<file path="src/rtl/i2c_globals_pkg.sv">
// Shared I2C bus enums used by the bench agents and the target controllers.
package i2c_globals_pkg;
  typedef enum logic { SEVEN_BIT = 1'b0, TEN_BIT = 1'b1 } slave_address_width_e;
  typedef enum logic { WRITE = 1'b0, READ = 1'b1 } read_write_e;
endpackage

</file>
<file path="src/rtl/i2c_target_pkg.sv">
// Types and constants for the I2C target register bank.
package i2c_target_pkg;
  import i2c_globals_pkg::*;

  typedef enum logic [3:0] {
    IDLE, ADDR1, ACK1, ADDR2, ACK2, REG, ACK_REG, WDATA, ACK_W, RDATA, RACK
  } state_e;

  localparam logic [4:0] TEN_BIT_PREFIX    = 5'b11110;
  localparam logic [6:0] GENERAL_CALL_ADDR = 7'h00;
endpackage

</file>
<file path="src/rtl/i2c_target_regbank_bus_sync.sv">
// SCL/SDA synchronizers with SCL edge strobes and START/STOP detection.
module i2c_bus_sync (
  input  logic clk,
  input  logic rst_n,
  input  logic scl_raw,
  input  logic sda_raw,
  output logic sda,
  output logic scl_rise,
  output logic scl_fall,
  output logic start,
  output logic stop
);
  // [1:0] is the synchronizer, [2] holds the previous synced value for edges
  logic [2:0] scl_pipe, sda_pipe;

  always_ff @(posedge clk or negedge rst_n) begin
    if (!rst_n) begin
      scl_pipe <= '1;
      sda_pipe <= '1;
    end else begin
      scl_pipe <= {scl_pipe[1:0], scl_raw};
      sda_pipe <= {sda_pipe[1:0], sda_raw};
    end
  end

  assign sda      = sda_pipe[1];
  assign scl_rise =  scl_pipe[1] & ~scl_pipe[2];
  assign scl_fall = ~scl_pipe[1] &  scl_pipe[2];
  assign start    = scl_pipe[1] & scl_pipe[2] &  sda_pipe[2] & ~sda_pipe[1];
  assign stop     = scl_pipe[1] & scl_pipe[2] & ~sda_pipe[2] &  sda_pipe[1];
endmodule

</file>
<file path="src/rtl/i2c_target_regbank.sv">
// I2C target with 7/10-bit addressing, auto-incrementing register bank.
// Define I2C_TARGET_GENERAL_CALL_EN to accept 7-bit general-call writes.
module i2c_target_regbank
  import i2c_globals_pkg::*, i2c_target_pkg::*;
#(
  parameter int                             SLAVE_ADDRESS_WIDTH    = 10,
  parameter logic [SLAVE_ADDRESS_WIDTH-1:0] SLAVE_ADDRESS          = 10'h050,
  parameter int                             REGISTER_ADDRESS_WIDTH = 8,
  parameter int                             NO_OF_REGISTERS        = 16,
  parameter int                             DATA_LENGTH            = 8
) (
  input  logic                              pclk,
  input  logic                              areset,
  input  logic                              scl_i,
  input  logic                              sda_i,
  output logic                              sda_oe,
  input  logic                              addr_mode_i,
  output logic                              wr_valid,
  output logic [REGISTER_ADDRESS_WIDTH-1:0] wr_addr,
  output logic [7:0]                        wr_data,
  output logic                              busy
);
  localparam int RAW = REGISTER_ADDRESS_WIDTH;
  localparam int IW  = (NO_OF_REGISTERS > 1) ? $clog2(NO_OF_REGISTERS) : 1;
  localparam logic [9:0]     OWN  = 10'(SLAVE_ADDRESS);
  localparam logic [RAW-1:0] LAST = RAW'(NO_OF_REGISTERS - 1);
`ifdef I2C_TARGET_GENERAL_CALL_EN
  localparam bit GC_EN = 1'b1;
`else
  localparam bit GC_EN = 1'b0;
`endif

  if (DATA_LENGTH != 8) begin : g_bad_data_length
    $error("i2c_target_regbank: DATA_LENGTH must be 8");
  end

  logic sda, scl_rise, scl_fall, start, stop;

  i2c_bus_sync u_sync (
    .clk(pclk), .rst_n(areset), .scl_raw(scl_i), .sda_raw(sda_i),
    .sda(sda), .scl_rise(scl_rise), .scl_fall(scl_fall), .start(start), .stop(stop)
  );

  state_e               state;
  slave_address_width_e mode;
  read_write_e          rw;
  logic [2:0]           bit_cnt;
  logic [6:0]           shreg;
  logic [7:0]           tx;
  logic [RAW-1:0]       ptr;
  logic                 ack_ph, tenbit_ok, gc;
  logic [7:0]           regs [NO_OF_REGISTERS];

  logic [7:0]     rx_byte, rd_byte;
  logic [RAW-1:0] ptr_nxt;
  logic           gc_hit;

  assign rx_byte = {shreg, sda};
  assign rd_byte = regs[ptr[IW-1:0]];
  assign ptr_nxt = (ptr == LAST) ? '0 : ptr + 1'b1;
  assign gc_hit  = GC_EN && rx_byte[7:1] == GENERAL_CALL_ADDR && rx_byte[0] == WRITE;

  always_ff @(posedge pclk or negedge areset) begin
    if (!areset) begin
      state     <= IDLE;
      mode      <= SEVEN_BIT;
      rw        <= WRITE;
      bit_cnt   <= 3'd7;
      shreg     <= '0;
      tx        <= '0;
      ptr       <= '0;
      ack_ph    <= 1'b0;
      tenbit_ok <= 1'b0;
      gc        <= 1'b0;
      sda_oe    <= 1'b0;
      wr_valid  <= 1'b0;
      wr_addr   <= '0;
      wr_data   <= '0;
      busy      <= 1'b0;
      for (int i = 0; i < NO_OF_REGISTERS; i++) regs[i] <= '0;
    end else begin
      wr_valid <= 1'b0;
      if (state == IDLE) mode <= slave_address_width_e'(addr_mode_i);
      // bus conditions take priority over any SCL edge seen in the same cycle
      if (start) begin
        state <= ADDR1; bit_cnt <= 3'd7; sda_oe <= 1'b0; ack_ph <= 1'b0; gc <= 1'b0;
      end else if (stop) begin
        state <= IDLE; busy <= 1'b0; sda_oe <= 1'b0; ack_ph <= 1'b0; gc <= 1'b0;
        tenbit_ok <= 1'b0;
      end else begin
        case (state)
          ADDR1, ADDR2, REG, WDATA: if (scl_rise) begin
            shreg   <= rx_byte[6:0];
            bit_cnt <= bit_cnt - 3'd1;
            if (bit_cnt == 3'd0) begin
              unique case (state)
                ADDR1: begin
                  rw    <= read_write_e'(rx_byte[0]);
                  state <= IDLE;
                  if (mode == SEVEN_BIT) begin
                    if (rx_byte[7:1] == OWN[6:0]) state <= ACK1;
                    else if (gc_hit) begin gc <= 1'b1; state <= ACK1; end
                  end else if (rx_byte[7:3] == TEN_BIT_PREFIX && rx_byte[2:1] == OWN[9:8] &&
                               (rx_byte[0] == WRITE || tenbit_ok))
                    state <= ACK1;
                end
                ADDR2: if (rx_byte == OWN[7:0]) begin
                  tenbit_ok <= 1'b1; state <= ACK2;
                end else state <= IDLE;
                REG: if (32'(rx_byte) < NO_OF_REGISTERS) begin
                  ptr <= rx_byte[RAW-1:0]; state <= ACK_REG;
                end else state <= IDLE;
                default: begin
                  wr_valid <= 1'b1;
                  wr_data  <= rx_byte;
                  state    <= ACK_W;
                  if (gc) wr_addr <= '1;
                  else begin
                    wr_addr <= ptr; regs[ptr[IW-1:0]] <= rx_byte; ptr <= ptr_nxt;
                  end
                end
              endcase
            end
          end
          ACK1, ACK2, ACK_REG, ACK_W: if (scl_fall) begin
            if (!ack_ph) begin
              sda_oe <= 1'b1; ack_ph <= 1'b1;
              if (state == ACK1) busy <= 1'b1;
            end else begin
              ack_ph <= 1'b0; sda_oe <= 1'b0; bit_cnt <= 3'd7;
              unique case (state)
                ACK1:
                  if (rw == READ) begin
                    state <= RDATA; tx <= rd_byte; sda_oe <= ~rd_byte[7];
                  end else if (gc) state <= WDATA;
                  else if (mode == TEN_BIT) state <= ADDR2;
                  else state <= REG;
                ACK2:    state <= REG;
                default: state <= WDATA;
              endcase
            end
          end
          RDATA: if (scl_fall) begin
            if (bit_cnt == 3'd0) begin
              sda_oe <= 1'b0; state <= RACK;
            end else begin
              bit_cnt <= bit_cnt - 3'd1; sda_oe <= ~tx[bit_cnt - 3'd1];
            end
          end
          RACK: begin
            // master ACK is sampled on the rise; next byte goes out on the fall
            if (scl_rise && !ack_ph) begin
              if (!sda) begin ptr <= ptr_nxt; ack_ph <= 1'b1; end
              else state <= IDLE;
            end else if (scl_fall && ack_ph) begin
              ack_ph <= 1'b0; tx <= rd_byte; sda_oe <= ~rd_byte[7]; bit_cnt <= 3'd7;
              state  <= RDATA;
            end
          end
          default: ;
        endcase
      end
    end
  end
endmodule
</file>
<file path="config.mk">
export PLATFORM = sky130hd
export DESIGN_NAME = i2c_target_regbank
export DESIGN_NICKNAME = d
export VERILOG_FILES = /design/src/rtl/i2c_globals_pkg.sv /design/src/rtl/i2c_target_pkg.sv /design/src/rtl/i2c_target_regbank_bus_sync.sv /design/src/rtl/i2c_target_regbank.sv
export SDC_FILE = /design/constraint.sdc
export NUM_CORES = 1
export LEC_CHECK = 0
export ABC_AREA = 0
export BUFFER_PORTS_ARGS = -buffer_cell sky130_fd_sc_hd__buf_4
export CELL_PAD_IN_SITES_DETAIL_PLACEMENT = 1
export CELL_PAD_IN_SITES_GLOBAL_PLACEMENT = 1
export CORE_UTILIZATION = 55
export CTS_BUF_LIST = sky130_fd_sc_hd__clkbuf_2
export CTS_CLUSTER_DIAMETER = 40
export DETAILED_ROUTE_END_ITERATION = 10
export GPL_TIMING_DRIVEN = 1
export PLACE_DENSITY = 0.87
export SLEW_MARGIN = 20
export SYNTH_ARGS = -nofsm -noshare
export SYNTH_HDL_FRONTEND = slang
export SYNTH_SLANG_ARGS = --single-unit
</file>
<file path="constraint.sdc">
create_clock -name pclk -period 3.46 [get_ports pclk]
set_clock_uncertainty 0.2 [all_clocks]
set_input_delay 0.519 -clock pclk [delete_from_list [all_inputs] [get_ports pclk]]
set_output_delay 0.519 -clock pclk [all_outputs]
set_load 0.005 [all_outputs]
</file>
**Yosys cells after proc, flatten, opt, wreduce, memory -nomap -nowiden**

Cells that the tools add are included.
Widths: inputs -> output; s select.

- Register bits: 188
- Input port bits: 5
- Output and inout bits: 19
- Logic and storage cells: 240

- Add/sub/neg operators: 2
- Magnitude comparators: 4
- Equal/unequal tests: 47
- Multiplexer cells: 95
- Bitwise operators: 18
- Reduce and logical (&&, ||, !) cells: 41

Operators with widths:

| cell | count |
|---|---|
| $mux 8 | 17 |
| $bwmux 128 | 1 |
| $mux 4 | 13 |
| $pmux 8 s2 | 3 |
| $mux 3 | 13 |
| $mux 1 | 37 |
| $bmux 8 s4 | 1 |
| $demux 8 s4 | 1 |
| $ne 4x4->1 const B | 8 |
| $ne 3x3->1 const B | 9 |
| $reduce_and 9->1 | 3 |
| $ne 2x2->1 const B | 13 |
| $reduce_bool 2->1 | 11 |
| $reduce_and 6->1 | 3 |
| $eq 4x3->1 const B | 4 |
| $pmux 4 s4 | 1 |
| $eq 4x4->1 const B | 3 |
| $pmux 3 s4 | 1 |
| $pmux 4 s3 | 1 |
| $ne 5x5->1 const B | 2 |
| $not 1->1 | 10 |
| $reduce_and 10->1 | 1 |
| $reduce_and 5->1 | 2 |
| $reduce_bool 5->1 | 2 |
| 33 further kinds | 47 |

**Logic depth before layout (Yosys ltp)**

- Word-level depth: 12
- Mapped depth: 9
- Mapped depth without buffers: 7

**Modules after synthesis**

Synthesis repeated with hierarchy kept, for this count alone.

- Cells, all modules: 652
- Area, all modules: 9308.9 um^2

Modules (own cells, without submodules):

| module | times used | cells an instance | area an instance (um^2) | seq. area each (um^2) |
|---|---|---|---|---|
| i2c_target_regbank | 1 | 642 | 9118.7 | 4533.1 |
| i2c_bus_sync | 1 | 10 | 190.2 | 157.7 |

**Worst setup path after synthesis**

No wires, ideal clock.

- Path kind: flip-flop to flip-flop
- Start point: reg bit_cnt[0]
- End point: reg regs[0] in the netlist's numbering
- Setup time: 0.125 ns
- Data arrival time: 2.323 ns
- Required time: 3.135 ns
- Slack: 0.813 ns
- Cell stages (with the launch flop): 10
- Path buffers: 3
- Clock period less this slack: 2.647 ns
- Path through: dfstp_2 -> clkbuf_1 -> inv_1 -> ha_1 -> and4bb_2 -> and4_1 -> buf_2 -> buf_4 -> nand2_1 -> mux2_2

- Cells in the longest elaborated chain, start to end: 2

RTL lines:

| item | RTL line | source |
|---|---|---|
| start: declaration | i2c_target_regbank.sv:47 | `logic [2:0] bit_cnt;` |
| start signal: assignment | i2c_target_regbank.sv:94 | `bit_cnt <= bit_cnt - 3'd1;` |
| start signal: assignment | i2c_target_regbank.sv:147 | `bit_cnt <= bit_cnt - 3'd1; sda_oe <= ~tx[bit_cnt - 3'd1];` |
| $logic_not 3->1 | i2c_target_regbank.sv:95 | `if (bit_cnt == 3'd0) begin` |
| $reduce_and 7->1 (no source line) | -- |  |
| end signal: indexed assignment | i2c_target_regbank.sv:119 | `wr_addr <= ptr; regs[ptr[IW-1:0]] <= rx_byte; ptr <= ptr_nxt;` |
| end: declaration | i2c_target_regbank.sv:52 | `logic [7:0] regs [NO_OF_REGISTERS];` |

No other way between the ends.
A chain may end at the register's enable or synchronous reset.

**Worst setup path after layout**

- Start point: reg shreg[6]
- End point: reg ptr[3]

- Cells in the longest elaborated chain, start to end: 3

RTL lines:

| item | RTL line | source |
|---|---|---|
| start: declaration | i2c_target_regbank.sv:48 | `logic [6:0] shreg;` |
| start signal: assignment | i2c_target_regbank.sv:93 | `shreg <= rx_byte[6:0];` |
| $lt 8x5->1 | i2c_target_regbank.sv:110 | `REG: if (32'(rx_byte) < NO_OF_REGISTERS) begin` |
| $ne 3x3->1 (no source line) | -- |  |
| $reduce_and 10->1 (no source line) | -- |  |
| end signal: assignment | i2c_target_regbank.sv:119 |  |
| end: declaration | i2c_target_regbank.sv:50 | `logic [RAW-1:0] ptr;` |

No other way between the ends.

==> summary.md <==
| Metric | Value |
|---|---|
| Yosys warns | 0 |
| RD Place Congestion | 0.871 |
| Crit path kind | reg2reg |
| Clock sink total | about 190 |
| Full die area | about 17000 µm² |
| H-tree depth | 4 |
| DRT iter0 DRCs | around 370 |
| Clk buf depth | 2 |
| Post-detail-place hpwl | roughly 16 mm |
| Post-synth top flop | dfrtp_1 |
| Final Cell Area | approximately 10000 µm² |
| Reg2reg start | shreg[6] |
| Cell area power density | about 550 nW/µm² |
| Hold Path Cell Cnt | 2 |
| Worst relative slew slack | 40.3% |
| CTS buffer count | 17 |
| CTS tree | yes |
| RSZ-0062 raised after global routing | no |
| Worst min-delay path class | in2reg |
| Final slew viol count | 0 |
| Hold Crit Endpoint | u_sync.scl_pipe[0] |
| Drt via density | 6.54 |
| Via count | roughly 6000 |
| Tot GR Track Use | a little under a third |
| Layout cells sized above 1 | 40.0% |
| Dpl cell area | around 9600 µm² |
| Number of hold violations in the final report | 0 |
| Max-Cap Viols | 0 |
| WL per Instance | roughly 27 µm |
| Arrival @ worst endpoint | about 3.5 ns |
| Synth top area share | between 40% and 50% |
| R2r setup slk | roughly 0.45 ns |
| I/O pin count | 24 |
| Initial Util | 56.1% |
| Syn Nets | about 670 |
| Worst skew pair latency | about 0.79 ns |
| Post-route non-filler standard cell count | between 900 and 1000 |
| Cell variety after synth | roughly 70 |
| Worst-path maximum fanout | 22 |
| Avg Cell Area, Syn | around 14 µm² |
| Most common cell after layout, fill and taps aside | dfrtp_1 |
| Most frequent cells in the layout | dfrtp_1, mux2_2, buf_4 |
| # rows | 47 |
| Nets | roughly 690 |
| Clk pin slew, worst setup/hold paths | 0.30 ns |
| DRT Pass-1 Iters | 5 |
| Count of mapped cells out of synthesis | roughly 660 |
| I/O Buffers | 23 |
| Vias in the first global route | roughly 6600 |
| Fmax | 0.332 GHz |
| Final setup viols | 0 |
| Die Ht | 132 µm |
| Final TNS setup | 0 ns |
| Area added between synthesis and finish | 7.77% |
| Ranking of synthesized cells by area | dfrtp_1, mux2_2, mux4_1 |
| Area of the core | about 16000 µm² |
| #FFs+latches synth | roughly 190 |
| CP Capture Type | register |
| Grt ovf | 0 |
| Detailed-route wire length | ~25 mm |
| IR drop worst, VDD | 342 µV |
| Largest net degree at the start of global routing | between 100 and 150 |
| Post-Place Cells | ~880 |
| Sequential element share of the synthesized area | between 50% and 60% |
| Clock root cell | clkbuf_2 |
| Die W | around 130 µm |
| Synth area leader | dfrtp_1 |
| Min-delay src | scl_i |
| Post-layout minimum cycle time | between 3 and 4 ns |
| Startpoint types | register |
| Post-CTS setup buffers | 0 |
| Worst-margin pin slew | ~0.89 ns |
| Drc violations | 0 |
| EDFF count, synth | 0 |
| Status | complete, no violations |
| Async set-or-reset flop fraction in the synthesized netlist | between 90% and 100% |
| Worst Reg2Reg Path Length in Cells | 5 |
| Routed Antenna Nets | 0 |
| CP required | between 3 and 4 ns |
| Crit share post-route | about 87% |
| Antenna violations before repair | 1 |
| Leakage | between 4 and 5 nW |
| Reg2reg end | ptr[3] |
| First-pass GRT wire length | 40.1 mm |
| Post-Syn Area | between 9000 and 10000 µm² |
## worst max-delay path: stages (launching register included)
cell,delay [ns]
dfrtp_1,0.68
nor4_1,0.67
o211ai_1,0.22
a221oi_4,0.68
o21ai_0,0.27
a22o_1,0.24
## layout make-up
cell class,instances,area (µm²)
Antenna cell,1,2.50
Clock buffer,17,85.1
Clock inverter,15,176
Fill cell,1584,6510
Inverter,14,52.6
Multi-Input combinational cell,413,4260
Sequential cell,187,4690
Tap cell,220,275
Timing Repair Buffer,49,412
## metal layers
metal,GRT usage (%),part of all wire [%],up-vias
li1,-,-,2523
met2,52.6,52,197
met1,39.5,40,3201
met5,0,0,-
met3,5.05,4.3,67
met4,13.7,3.1,0
## how the worst max path moves through the flow
stage                       startpoint       end  slack (ns)  cells past startpoint
global route                  shreg[6]    ptr[3]        0.27                      5
CTS                 u_sync.scl_pipe[1]    ptr[3]        0.52                      5
floorplan                   bit_cnt[0]   regs[0]        0.81                      9
finish                        shreg[6]    ptr[3]        0.45                      5
detailed placement          bit_cnt[0]  regs[98]        0.62                      7
global placement    u_sync.scl_pipe[1]    ptr[3]        0.68                      5
## cell families (layout without fill, tap and decap cells)
logic type	count (synthesis)	after routing	synth area share, %
and+or+nand+nor	122	122	7.89
AOI/OAI and AO/OA	72	72	5.51
xor gates and xnor gates	3	3	0.284
DFF	187	187	50.8
adders and majority gates	6	6	0.812
other	0	1	0
muxes	210	210	31.6
buffers and inverters	61	95	3.17
## synthesized netlist by cell type (all sizes together), types with 2 or more instances
cell,number
a211oi,2
a21boi,2
a21o,2
a21oi,15
a221oi,3
a22o,5
a22oi,2
a2bb2oi,2
a31oi,4
a32oi,2
and3,4
buf,18
clkbuf,29
dfrtp,178
dfstp,9
ha,6
inv,14
mux2,161
mux2i,9
mux4,40
nand2,26
nand2b,6
nand3,12
nor2,28
nor2b,5
nor3,11
nor3b,4
nor4,3
nor4b,2
nor4bb,3
o2111ai,2
o211ai,4
o21ai,12
o22ai,3
o31ai,2
o32ai,2
o41ai,2
or2,3
or3,4
xnor2,2
## through the flow
stage	worst slack [ns]	power [mW]	hold slack (ns)	util, %
2_1_floorplan	0.813	3.75	0.0234	-
3_3_place_gp	0.683	4.18	0.146	58.5
3_5_place_dp	0.621	4.28	0.149	58.5
4_1_cts	0.518	5.46	0.122	60.5
5_1_grt	0.269	5.72	0.113	60.5
6_report	0.450	5.47	0.154	60.5
## registers in the layout, indices dropped and copies added (netlist names), 3 cells and up
name             cells
state                4
ptr                  8
regs               128
u_sync.scl_pipe      3
shreg                7
tx                   8
wr_data              8
wr_addr              8
bit_cnt              3
u_sync.sda_pipe      3
## repair_timing
item / 4_1_cts / 5_1_grt
gates resized for setup: 0 / 0
endpoints found under the hold margin: 162 / 0
endpoints found under the setup margin: 0 / 0
hold buffers: 6 / 0
## power breakdown
group / switching (mW) / total (mW) / internal (mW) / leakage, nW
Clock: 0.857 / 1.16 / 0.303 / 0.150
Combinational: 0.942 / 1.59 / 0.649 / 2.09
Sequential: 0.403 / 2.71 / 2.31 / 2.56
Power figures use the tool's default switching activity.
